File: config.mk
export PLATFORM = sky130hd
export DESIGN_NAME = mem_req_arbiter
export DESIGN_NICKNAME = d
export VERILOG_FILES = /design/src/rtl/mycpu_mem_pkg.sv /design/src/rtl/mem_arb_id_fifo.sv /design/src/rtl/mem_req_arbiter.sv
export SDC_FILE = /design/constraint.sdc
export NUM_CORES = 1
export LEC_CHECK = 0
export BUFFER_PORTS_ARGS = -buffer_cell sky130_fd_sc_hd__buf_4
export CAP_MARGIN = 10
export CORE_MARGIN = 8
export CORE_UTILIZATION = 25
export DETAILED_ROUTE_END_ITERATION = 8
export SETUP_SLACK_MARGIN = 0.02
export SLEW_MARGIN = 5
export SYNTH_ARGS = -nofsm -noshare
export SYNTH_HDL_FRONTEND = slang
export SYNTH_SLANG_ARGS = --single-unit
export TNS_END_PERCENT = 50
File: constraint.sdc
create_clock -name clk -period 1.9 [get_ports clk]
set_input_delay 0.095 -clock clk [delete_from_list [all_inputs] [get_ports clk]]
set_output_delay 0.095 -clock clk [all_outputs]
set_load 0.02 [all_outputs]
File: src/rtl/mycpu_mem_pkg.sv
// Shared definitions for the CPU memory-side blocks: requester IDs, access
// size encodings and common field widths.
package mycpu_mem_pkg;

    localparam int unsigned MEM_SIZE_W = 2;
    localparam int unsigned MEM_STRB_W = 4;

    // Requester ID as recorded in the arbiter's response-order FIFO
    typedef enum logic {
        ID_INST = 1'b0,
        ID_DATA = 1'b1
    } mem_id_e;

    // Access size encodings on the sram-like interface
    localparam logic [MEM_SIZE_W-1:0] SIZE_B = 2'b00;
    localparam logic [MEM_SIZE_W-1:0] SIZE_H = 2'b01;
    localparam logic [MEM_SIZE_W-1:0] SIZE_W = 2'b10;

endpackage

File: src/rtl/mem_arb_id_fifo.sv
// In-order FIFO of requester IDs for accepted-but-unanswered requests.
// Ports:
//   clk, reset       clock, synchronous active-high reset (empties the FIFO)
//   i_push/i_push_id write one ID (ignored when full)
//   i_pop            drop the head entry (ignored when empty)
//   o_full/o_empty   occupancy flags
//   o_head           ID of the oldest outstanding request
module mem_arb_id_fifo
    import mycpu_mem_pkg::*;
#(
    parameter int unsigned DEPTH = 2
) (
    input  logic    clk,
    input  logic    reset,
    input  logic    i_push,
    input  mem_id_e i_push_id,
    input  logic    i_pop,
    output logic    o_full,
    output logic    o_empty,
    output mem_id_e o_head
);

    localparam int unsigned PTR_W = $clog2(DEPTH);
    localparam int unsigned CNT_W = PTR_W + 1;

    // Pointers carry an extra wrap bit to tell full from empty
    logic [CNT_W-1:0] r_wr_ptr;
    logic [CNT_W-1:0] r_rd_ptr;
    mem_id_e          r_slots [DEPTH];

    logic w_do_push;
    logic w_do_pop;

    assign o_empty   = (r_wr_ptr == r_rd_ptr);
    assign o_full    = (r_wr_ptr[PTR_W] != r_rd_ptr[PTR_W]) &&
                       (r_wr_ptr[PTR_W-1:0] == r_rd_ptr[PTR_W-1:0]);
    assign o_head    = r_slots[r_rd_ptr[PTR_W-1:0]];
    assign w_do_push = i_push && !o_full;
    assign w_do_pop  = i_pop && !o_empty;

    // Pointer update; storage is not reset since it is only read when non-empty
    always_ff @(posedge clk) begin
        if (reset) begin
            r_wr_ptr <= '0;
            r_rd_ptr <= '0;
        end else begin
            if (w_do_push) begin
                r_slots[r_wr_ptr[PTR_W-1:0]] <= i_push_id;
                r_wr_ptr <= r_wr_ptr + CNT_W'(1);
            end
            if (w_do_pop) begin
                r_rd_ptr <= r_rd_ptr + CNT_W'(1);
            end
        end
    end

endmodule

File: src/rtl/mem_req_arbiter.sv
// Shares one sram-like memory port between the instruction-fetch and the data
// requester. One address phase is granted per cycle and held until the slave
// accepts it; accepted IDs are queued in order so data_ok/rdata go back to
// their owner.
// Build option: MEM_ARB_ROUND_ROBIN_EN selects round-robin arbitration;
// without it data has fixed priority over inst.
// Ports:
//   clk, reset                   clock, synchronous active-high reset
//   inst_* / data_*              requester sides (req, wr, size, addr, wstrb,
//                                wdata in; addr_ok, data_ok, rdata out)
//   mem_*                        slave side (request fields out; addr_ok,
//                                data_ok, rdata in)
module mem_req_arbiter
    import mycpu_mem_pkg::*;
#(
    parameter int unsigned ADDR_W      = 32,
    parameter int unsigned DATA_W      = 32,
    parameter int unsigned OUTST_DEPTH = 2
) (
    input  logic                  clk,
    input  logic                  reset,

    input  logic                  inst_req,
    input  logic                  inst_wr,
    input  logic [MEM_SIZE_W-1:0] inst_size,
    input  logic [ADDR_W-1:0]     inst_addr,
    input  logic [MEM_STRB_W-1:0] inst_wstrb,
    input  logic [DATA_W-1:0]     inst_wdata,
    output logic                  inst_addr_ok,
    output logic                  inst_data_ok,
    output logic [DATA_W-1:0]     inst_rdata,

    input  logic                  data_req,
    input  logic                  data_wr,
    input  logic [MEM_SIZE_W-1:0] data_size,
    input  logic [ADDR_W-1:0]     data_addr,
    input  logic [MEM_STRB_W-1:0] data_wstrb,
    input  logic [DATA_W-1:0]     data_wdata,
    output logic                  data_addr_ok,
    output logic                  data_data_ok,
    output logic [DATA_W-1:0]     data_rdata,

    output logic                  mem_req,
    output logic                  mem_wr,
    output logic [MEM_SIZE_W-1:0] mem_size,
    output logic [ADDR_W-1:0]     mem_addr,
    output logic [MEM_STRB_W-1:0] mem_wstrb,
    output logic [DATA_W-1:0]     mem_wdata,
    input  logic                  mem_addr_ok,
    input  logic                  mem_data_ok,
    input  logic [DATA_W-1:0]     mem_rdata
);

    logic    w_fifo_full;
    logic    w_fifo_empty;
    mem_id_e w_head;

    logic    r_lock_valid;
    mem_id_e r_lock_id;

    logic    w_inst_elig;
    logic    w_data_elig;
    logic    w_win_valid;
    mem_id_e w_win_id;
    logic    w_accept;
    logic    w_pop;

`ifdef MEM_ARB_ROUND_ROBIN_EN
    mem_id_e r_rr_last;
`endif

    // Eligibility looks only at the registered full flag, so a same-cycle
    // response never opens a slot and mem_data_ok has no path to mem_req
    assign w_inst_elig = inst_req && !w_fifo_full;
    assign w_data_elig = data_req && !w_fifo_full;

    // Winner select: a held lock wins outright, otherwise arbitrate fresh
    always_comb begin
        w_win_valid = 1'b0;
        w_win_id    = ID_INST;
        if (r_lock_valid) begin
            w_win_valid = 1'b1;
            w_win_id    = r_lock_id;
        end else if (w_inst_elig && w_data_elig) begin
            w_win_valid = 1'b1;
`ifdef MEM_ARB_ROUND_ROBIN_EN
            w_win_id    = (r_rr_last == ID_INST) ? ID_DATA : ID_INST;
`else
            w_win_id    = ID_DATA;
`endif
        end else if (w_data_elig) begin
            w_win_valid = 1'b1;
            w_win_id    = ID_DATA;
        end else if (w_inst_elig) begin
            w_win_valid = 1'b1;
            w_win_id    = ID_INST;
        end
    end

    // Request mux toward the slave; all zero when nobody is granted
    always_comb begin
        mem_req   = w_win_valid;
        mem_wr    = 1'b0;
        mem_size  = '0;
        mem_addr  = '0;
        mem_wstrb = '0;
        mem_wdata = '0;
        if (w_win_valid) begin
            if (w_win_id == ID_DATA) begin
                mem_wr    = data_wr;
                mem_size  = data_size;
                mem_addr  = data_addr;
                mem_wstrb = data_wstrb;
                mem_wdata = data_wdata;
            end else begin
                mem_wr    = inst_wr;
                mem_size  = inst_size;
                mem_addr  = inst_addr;
                mem_wstrb = inst_wstrb;
                mem_wdata = inst_wdata;
            end
        end
    end

    assign w_accept     = w_win_valid && mem_addr_ok;
    assign inst_addr_ok = w_accept && (w_win_id == ID_INST);
    assign data_addr_ok = w_accept && (w_win_id == ID_DATA);

    // Responses with nothing outstanding (stale after reset) are dropped
    assign w_pop        = mem_data_ok && !w_fifo_empty;
    assign inst_data_ok = w_pop && (w_head == ID_INST);
    assign data_data_ok = w_pop && (w_head == ID_DATA);
    assign inst_rdata   = inst_data_ok ? mem_rdata : '0;
    assign data_rdata   = data_data_ok ? mem_rdata : '0;

    // Grant lock: held while the slave stalls the address phase
    always_ff @(posedge clk) begin
        if (reset) begin
            r_lock_valid <= 1'b0;
            r_lock_id    <= ID_INST;
        end else begin
            r_lock_valid <= w_win_valid && !mem_addr_ok;
            r_lock_id    <= w_win_id;
        end
    end

`ifdef MEM_ARB_ROUND_ROBIN_EN
    // Pointer starts on inst: data counts as last granted, so inst wins the first tie
    always_ff @(posedge clk) begin
        if (reset) begin
            r_rr_last <= ID_DATA;
        end else if (w_accept) begin
            r_rr_last <= w_win_id;
        end
    end
`endif

    mem_arb_id_fifo #(
        .DEPTH (OUTST_DEPTH)
    ) u_id_fifo (
        .clk       (clk),
        .reset     (reset),
        .i_push    (w_accept),
        .i_push_id (w_win_id),
        .i_pop     (w_pop),
        .o_full    (w_fifo_full),
        .o_empty   (w_fifo_empty),
        .o_head    (w_head)
    );

endmodule

==> results.yml, run 1 <==
sta:
  setup_viol: 6
  hold_violations: 0
  maxSlewHeadroom_pct: 72.1
  rsz0062_at_grt: "yes"
  skew_ns: 0.00451
  finalCritPeriodShare_pct: 102
  setup-tns-final_ns: -0.0929
  finalCriticalPeriod_ns: 1.93
  fmax_ghz: 0.518
  fin_ws_ns: -0.0299
  slew_violations: 0
  worst_pin_slew_ns: 0.406
  whs_ns: 0.111
synth:
  ys_seq_area_share_pct: 4.43
  synth_edf_count: 2
  ys_seq_elements: 9
  syn_nets: 811
  syn_area_per_cell_um2: 7.16
  synthFlopType: "dfxtp_1"
  synth.distinct_cells: 36
  postSynthCellCount: 631
  synth_area_leaders: "a211oi_2 (31%), a22o_1 (14%), and2_1 (8.9%)"
  synthesis.area_um2: 4520
  yosys.area.top_type: "a211oi_2"
  ys_warn_count: 0
  async_flop_share_pct: 0
  synth_top_area_share_pct: 30.7
worst_setup_path:
  timing.critical_path.from_type: "flip-flop"
  endpoint_kind: "output port"
  worstReg2RegEnd: "u_id_fifo.r_slots[0]"
  rrSetupSlack_ns: 0.28
  r2r_cells: 6
  critPathMaxFanout: 12
  worst_ep_arrival_time_ns: 1.83
  crit_required_ns: 1.80
  r2r-start: "u_id_fifo.r_wr_ptr[1]"
  crit_type: "reg -> out"
pwr:
  ir_drop_v: 0.000386
  power_leakage_nw: 3.73
  power_density_nw_per_um2: 771
  finalPower_w: 0.00644
die:
  fp-row-count: 49
  io_pins: 320
  dieArea_um2: 22600
  core-area_um2: 17800
  start_util_pct: 25.3
  die_h_um: 150
  die_w_um: 150
clock_network:
  cts_root_buf: "clkbuf_16"
  clock_path_buffers: 2
  ctsHoldBuffers: 0
  cts_buffers: 3
  clk_pin_slew_ns: 0.04
  clock_sinks: 9
  clock_latency_ns: 0.24
  h-tree-depth: 1
  cts_tree: "done"
route:
  detail_route.drc_violations: 0
  dr.pass1.iters: 6
  drt_iter0_markers: 285
  antenna_left: 0
  postRouteWirelength_um: 24100
  vias: 6214
  avgRoutedWirePerCell_um: 20.4
  via_per_inst: 5.28
global_route:
  grt_pass1_wl_um: 34300
  grt_pass1_vias: 5974
  grt_max_degree: 64
  grt_usage_pct: 18.8
  antenna_found_initial: 3
  grt_overflow: 0
placement:
  hpwl_um: 16800
  port_buffers: 319
  dp_slack_ns: -0.0662
  globalplace.congestion: 0.810
worst_hold_path:
  min_path_cells: 2
  holdPathEnd: "u_id_fifo.r_rd_ptr[1]"
  min_from: "reset"
  min_path_type: "in -> reg"
finish:
  nFillCells: 1762
  syn_to_final_growth_pct: 84.9
  drive_gt1_share_pct: 59.5
  fin_nets: 1127
status:
  status: "complete, but fails checks"
  violations: "setup timing"
run:
  maxCapViolations: 0
-- area by class of cell --
cell class / instances / area, µm² / area share (%)
Timing Repair Buffer: 399 / 3740 / 44.7
Multi-Input combinational cell: 533 / 4020 / 48.2
Inverter: 1 / 3.75 / 0.0449
Clock buffer: 4 / 78.8 / 0.944
Sequential cell: 9 / 218 / 2.61
Tap cell: 229 / 287 / 3.43
Antenna cell: 3 / 7.51 / 0.0899
-- cells in the mapped netlist (all sizes together), types with 4 or more instances --
library cell,number
a22o,71
and2,64
dfxtp,7
clkbuf,46
nand2b,4
buf,42
nor2,77
a211oi,143
o21ai,73
nand2,73
mux2,4
-- layer usage --
metal	track usage [%]	up-vias	part of all wire (%)
met5	0	-	0
met2	34.5	239	53
met3	4.42	17	8.9
li1	-	2983	-
met1	21.2	2975	37
met4	4.95	0	1.3
-- worst max-delay path: stages (launching register included) --
cell and delay [ns]:
dfxtp_4 0.35, xnor2_4 0.14, buf_12 0.16, buf_8 0.14
buf_16 0.14, a22o_1 0.24, a211oi_2 0.21, buf_4 0.19
-- how the worst max path moves through the flow --
stage,end,cells after the start,slack (ns),startpoint
2_1_floorplan,mem_addr[21],6,0.14,u_id_fifo.r_wr_ptr[0]
3_3_place_gp,mem_size[0],6,-0.06,u_id_fifo.r_wr_ptr[0]
3_5_place_dp,mem_size[0],6,-0.07,u_id_fifo.r_wr_ptr[0]
4_1_cts,mem_wstrb[0],6,-0.05,u_id_fifo.r_rd_ptr[1]
5_1_grt,mem_wdata[4],6,-0.08,u_id_fifo.r_wr_ptr[1]
6_report,mem_wdata[31],7,-0.03,u_id_fifo.r_rd_ptr[0]
-- report_power, final --
| part | internal [W] | switching, W | total [W] | leakage, nW |
|---|---|---|---|---|
| clock | 0.000281 | 0.0000999 | 0.000381 | 0.0382 |
| sequential | 0.000233 | 0.0000379 | 0.000270 | 0.0795 |
| combinational | 0.00291 | 0.00288 | 0.00579 | 3.62 |
| total | 0.00342 | 0.00302 | 0.00644 | 3.73 |
-- placed cells by master (no fill, tap or decap), types with 3 or more instances in the layout --
cell type / instances
o21ai_0: 72
a211oi_1: 20
buf_4: 311
buf_12: 24
buf_6: 49
clkbuf_16: 7
nand2_1: 72
a22o_1: 71
nor2b_1: 3
buf_8: 3
diode_2: 3
dfxtp_4: 4
a211oi_2: 122
nor2_1: 77
buf_16: 7
and2_1: 39
and2_4: 25
mux2_1: 4
nand2b_1: 3
-- repair_timing --
| action | 4_1_cts | 5_1_grt |
|---|---|---|
| resized for setup | 37 | 72 |
| endpoints found under the setup margin | 101 | 135 |
| pin swaps | 13 | 17 |
| setup buffers | 23 | 5 |
| cloned | 7 | 5 |
-- per-stage QoR --
| stage | instances | utilization (%) | cell area (µm²) |
|---|---|---|---|
| 3_3_place_gp | 1131 | 40.9 | 7290 |
| 6_report | 1178 | 46.8 | 8350 |
| 4_1_cts | 1165 | 44.5 | 7950 |
| 5_1_grt | 1178 | 46.8 | 8350 |
| 3_5_place_dp | 1131 | 40.9 | 7290 |
| 2_1_floorplan | 631 | - | 4520 |
-- logic make-up (layout without fill, tap and decap cells) --
| kind of cell | count (synthesis) | after routing | synth area share, % |
|---|---|---|---|
| multiplexers | 5 | 5 | 1.22 |
| XOR/XNOR | 4 | 4 | 1.11 |
| buffers and inverters | 89 | 404 | 10.4 |
| other | 0 | 3 | 0 |
| flip-flops | 9 | 9 | 4.43 |
| AO/OA/AOI/OAI | 299 | 299 | 60.0 |
| AND/OR/NAND/NOR | 225 | 225 | 22.9 |
Note: power is estimated with default switching activity, not from simulation.
==> run 2: changes to the inputs <==
GPL_TIMING_DRIVEN = 0   (was unset)
==> run 2 against run 1 <==
Compared with the run above: the flow still finishes with violations (setup timing); clock skew decreased by 0.0030 ns; cell count increased by 1.9%; sequential cell count unchanged; critical path depth increased by 1; utilization decreased by 2.9 points; worst setup slack got worse by 0.060 ns; via count increased by 0.56%; sequential share of layout area increased by 0.17 points; total power decreased by 11%; clock power decreased by 3%; register-to-register slack about the same.
==> results.yml, run 2 (synthesized netlist as in run 1, its figures left out) <==
status:
  status: "complete, but fails checks"
  violations: "setup timing"
worst_setup_path:
  critPathMaxFanout: 6
  crit_slowest_cell: "dfxtp_2"
  r2r_cells: 7
  worstPathCellList: "buf_6 -> xnor2_4 -> buf_6 -> buf_12 -> buf_6 -> a22o_1 -> a211oi_2 -> buf_4"
  timing.critical_path.from_type: "flip-flop"
  crit_required_ns: 1.80
  crit_type: "reg -> out"
  cpPeakStageDelay_ns: 0.31
  cpMostUsedCell: "buf_6"
  rrSetupSlack_ns: 0.27
  critPathTopFamily: "buffers and inverters"
  startpoint: "u_id_fifo.r_wr_ptr[0]"
  cp_num_cells: 8
  cp.buffers_inverters: 5
  endpoint_kind: "output port"
  worstReg2RegEnd: "u_id_fifo.r_rd_ptr[0]"
  r2r-start: "u_id_fifo.r_wr_ptr[0]"
  worst_ep_arrival_time_ns: 1.89
  crit_end: "mem_wdata[30]"
sta:
  hold_violations: 0
  fin_ws_ns: -0.0896
  rsz0062_at_grt: "yes"
  finalCritPeriodShare_pct: 105
  fmax_ghz: 0.503
  skew_ns: 0.00147
  setup_viol: 59
  finalCriticalPeriod_ns: 1.99
  slew_violations: 0
  maxSlewHeadroom_pct: 64.3
  whs_ns: 0.125
  worst_pin_slew_ns: 0.536
global_route:
  grt_max_degree: 12
  grt_usage_pct: 19.8
  grt_pass1_wl_um: 36000
  grt_pass1_vias: 6400
  grt_overflow: 0
  antenna_found_initial: 5
route:
  dr.pass1.iters: 4
  via_per_inst: 5.21
  drt_iter0_markers: 279
  avgRoutedWirePerCell_um: 20.5
  detail_route.drc_violations: 0
  postRouteWirelength_um: 24600
  vias: 6249
  antenna_left: 0
finish:
  final_cells: 1200
  layout_common_cells: "buf_4 (326), a211oi_2 (121), nor2_1 (77)"
  fin_nets: 1147
  final_common_cell: "buf_4"
  syn_to_final_growth_pct: 73.4
  drive_gt1_share_pct: 55.4
clock_network:
  clk_pin_slew_ns: 0.04
  h-tree-depth: 1
  ctsHoldBuffers: 0
  cts_tree: "done"
  clock_path_buffers: 2
  clock_latency_ns: 0.23
  cts_root_buf: "clkbuf_16"
  clock_sinks: 9
  cts_buffers: 3
pwr:
  power_density_nw_per_um2: 734
  power_leakage_nw: 3.54
  ir_drop_v: 0.000398
die:
  start_util_pct: 25.3
  dieArea_um2: 22600
  core-area_um2: 17800
  die_h_um: 150
  fp-row-count: 49
  io_pins: 320
  die_w_um: 150
placement:
  dp_slack_ns: -0.368
  port_buffers: 319
  globalplace.congestion: 0.856
  hpwl_um: 19100
  dp_cells: 1179
run:
  maxCapViolations: 0
worst_hold_path:
  min_path_type: "in -> reg"
run 2: cell count changes in the layout (fill, tap and decap cells not counted), moves of 2 or more:
cell / change
buf_6: -17
clkbuf_2: +14
buf_2: +5
clkbuf_16: -4
and2_4: -24
buf_4: +15
buf_8: +8
buf_16: -7
buf_12: -20
and2_1: +24
diode_2: +2
clkbuf_1: +22
clkbuf_4: +5
run 2: how the worst min path moves through the flow:
stage                           start           end  slack (ns)  cells after the start
final                     mem_addr_ok  r_lock_valid        0.13                      3
after global placement    mem_addr_ok  r_lock_valid        0.38                      3
after floorplan           mem_addr_ok  r_lock_valid        0.25                      2
after detailed placement  mem_addr_ok  r_lock_valid        0.38                      3
after global routing      mem_addr_ok  r_lock_valid        0.14                      3
after CTS                 mem_addr_ok  r_lock_valid        0.13                      3
run 2: final cells by class:
cell class              instances  area [µm²]
fillers                      1860       10000
multi-input cells             533        3970
repair buffers                335        2570
plain buffers                  84         697
well taps                     229         287
flip-flops and latches          9         218
clock buffers                   4        78.8
diodes                          5        12.5
inverters                       1        3.75
run 2: worst min-delay path: cells and delay by family:
kind	cells	cell delay, ns
compound gates	1	0.09
buf+inv	1	0.10
simple gates	1	0.04
run 2: timing repair:
action / 4_1_cts / 5_1_grt
pin swaps: 15 / 13
buffers inserted: 11 / 3
setup endpoints to repair: 141 / 134
resized for setup: 96 / 47
cloned: 2 / 0
run 2: where the power goes:
part	total [W]	switching [W]	internal, W
Sequential	0.000285	0.0000530	0.000232
Clock	0.000369	0.0000890	0.000280
Combinational	0.00510	0.00276	0.00234
Total	0.00575	0.00290	0.00286
run 2: metal layers:
layer  vias to the layer above  global-route usage [%]  part of all wire [%]
met5                         -                       0                     0
met4                         0                    8.45                   3.1
met3                        39                    3.76                   8.5
met2                       282                    36.3                    51
met1                      2915                    21.9                    37
li1                       3013                       -                     -
run 2: stage by stage:
stage                     total power, W  util (%)  TNS [ns]  cell area, µm²
after global placement           0.00477      40.4    -23.96            7200
final                            0.00575      43.9     -1.62            7840
after floorplan                  0.00304         -         0            4520
after CTS                        0.00562      42.9     -2.98            7660
after global routing             0.00609      43.9     -5.71            7840
after detailed placement         0.00477      40.4    -24.57            7200
==> run 3: changes to the inputs <==
ABC_CLOCK_PERIOD_IN_PS = 1700   (was unset)
clock period = 1.7 ns   (was 1.9 ns; I/O delays follow)
==> run 3 against run 2 <==
Compared with the run above: the flow still finishes with violations (setup timing); clock power increased by 13%; combinational power increased by 27%; register-to-register slack got worse by 0.34 ns; hold slack better by 0.0031 ns; worst setup slack worse by 0.16 ns; wire length grew 3.6%; critical path depth decreased by 1; cell count grew 1.2%; via count is 2.6% higher; critical path type unchanged.
==> results.yml, run 3 (synthesized netlist as in run 1, its figures left out) <==
pwr:
  p_int_w: 0.00377
  power_density_nw_per_um2: 838
  seqPwrFrac_pct: 4.5
  power_frac_comb_pct: 89.8
  p_sw_share_pct: 47.9
  power_leakage_nw: 3.87
  ir_drop_v: 0.000481
  clockPowerShare_pct: 5.8
  power_switching_w: 0.00346
global_route:
  grt_max_degree: 12
  grt_pass1_vias: 6429
  antenna_found_initial: 5
  grt_pass1_wl_um: 36100
  grt_overflow: 0
  grt_usage_pct: 19.9
clock_network:
  ctsHoldBuffers: 0
  cts_buffers: 3
  cts_tree: "done"
  cts_root_buf: "clkbuf_16"
  clock_latency_ns: 0.24
  h-tree-depth: 1
  clock_sinks: 9
  clk_pin_slew_ns: 0.04
  clock_path_buffers: 2
worst_hold_path:
  min_path_type: "in -> reg"
  min_path_cells: 3
  min_from: "mem_addr_ok"
  holdPathEnd: "r_lock_valid"
sta:
  skew_ns: 0.00131
  hold_violations: 0
  rsz0062_at_grt: "yes"
  finalCritPeriodShare_pct: 114
  worst_pin_slew_ns: 0.487
  finalCriticalPeriod_ns: 1.95
  whs_ns: 0.128
  fmax_ghz: 0.514
  maxSlewHeadroom_pct: 67.5
  setup_viol: 135
  fin_ws_ns: -0.245
  slew_violations: 0
run:
  maxCapViolations: 0
worst_setup_path:
  r2r_cells: 7
  crit_slowest_cell: "dfxtp_4"
  crit_required_ns: 1.62
  timing.critical_path.from_type: "flip-flop"
  worstPathCellList: "xnor2_4 -> buf_8 -> buf_12 -> clkbuf_16 -> a22o_1 -> a211oi_2 -> buf_4"
  critPathMaxFanout: 7
  r2r-start: "u_id_fifo.r_wr_ptr[0]"
  cpPeakStageDelay_ns: 0.36
  endpoint_kind: "output port"
  worst_ep_arrival_time_ns: 1.86
  crit_type: "reg -> out"
  rrSetupSlack_ns: -0.07
route:
  antenna_left: 0
  dr.pass1.iters: 4
  detail_route.drc_violations: 0
  wl_met1_um: 9730
  vias: 6411
  drt_iter0_markers: 232
  highest_layer: "met5"
  dr_wl_met2_um: 13200
  wl_met3_um: 1800
  avgRoutedWirePerCell_um: 21.0
  via_per_inst: 5.28
  postRouteWirelength_um: 25500
die:
  fp-row-count: 49
  die_w_um: 150
  die_h_um: 150
  core-area_um2: 17800
  dieArea_um2: 22600
  io_pins: 320
  start_util_pct: 25.3
finish:
  syn_to_final_growth_pct: 90.9
  final_common_cell: "buf_4"
  fin_nets: 1162
  layout_common_cells: "buf_4 (291), a211oi_2 (124), nor2_1 (77)"
  post-route-util_pct: 48.3
  drive_gt1_share_pct: 62.6
placement:
  globalplace.congestion: 0.891
  hpwl_um: 18800
  port_buffers: 319
status:
  violations: "setup timing"
  status: "complete, but fails checks"
## run 3: changes by cell type in the layout (fill, tap and decap cells not counted), sizes merged
cell | previous run | this run
diode | 5 | 4
clkbuf | 45 | 50
buf | 378 | 388
## run 3: power groups by stage
stage	clock network, W	registers (W)	logic, W
4_1_cts	0.000422	0.000308	0.00605
5_1_grt	0.000439	0.000329	0.00683
3_3_place_gp	0	0.000282	0.00506
2_1_floorplan	0	0.000277	0.00314
3_5_place_dp	0	0.000283	0.00506
6_report	0.000418	0.000322	0.00648
## run 3: layout make-up
cell class	instances	area (µm²)
Antenna cell	4	10.0
Buffer	84	871
Clock buffer	4	78.8
Fill cell	1779	9220
Inverter	1	3.75
Multi-Input combinational cell	533	4170
Sequential cell	9	221
Tap cell	229	287
Timing Repair Buffer	350	2990
## run 3: worst max path at each step
stage / cells past startpoint / start / end / slack, ns
3_5_place_dp: 5 / r_lock_id / mem_addr[26] / -0.52
4_1_cts: 7 / u_id_fifo.r_rd_ptr[0] / mem_wdata[8] / -0.23
6_report: 7 / u_id_fifo.r_wr_ptr[0] / mem_wdata[8] / -0.25
5_1_grt: 7 / u_id_fifo.r_wr_ptr[0] / mem_wstrb[0] / -0.28
2_1_floorplan: 6 / u_id_fifo.r_wr_ptr[0] / mem_size[0] / -0.05
3_3_place_gp: 6 / u_id_fifo.r_wr_ptr[1] / mem_wdata[31] / -0.51
## run 3: timing repair
action,4_1_cts,5_1_grt
pin swaps,60,60
setup endpoints to repair,146,142
gates cloned,7,6
gates resized for setup,210,91
setup buffers,13,5
## run 3: metrics by stage
step                      power, W  std cells  setup slack [ns]  area, µm²  TNS [ns]
final                      0.00722       1214            -0.245       8630    -15.05
after global routing       0.00760       1214            -0.283       8630    -23.20
after CTS                  0.00678       1200            -0.230       8200    -17.80
after detailed placement   0.00534       1179            -0.523       7230    -43.22
after global placement     0.00534       1179            -0.510       7230    -41.81
after floorplan            0.00342        631           -0.0479       4540    -0.222
## run 3: critical path, delay by kind of cell (launching register included)
family          cells  cell delay [ns]
compound gates      2             0.45
xor+xnor            1             0.17
buf+inv             4             0.64
flops               1             0.36
## run 3: per-layer routing
metal  vias to the layer above  GRT usage, %
met5                         -             0
met4                         2          6.75
met3                        41          3.31
met2                       271          36.7
met1                      3050          22.7
li1                       3047             -
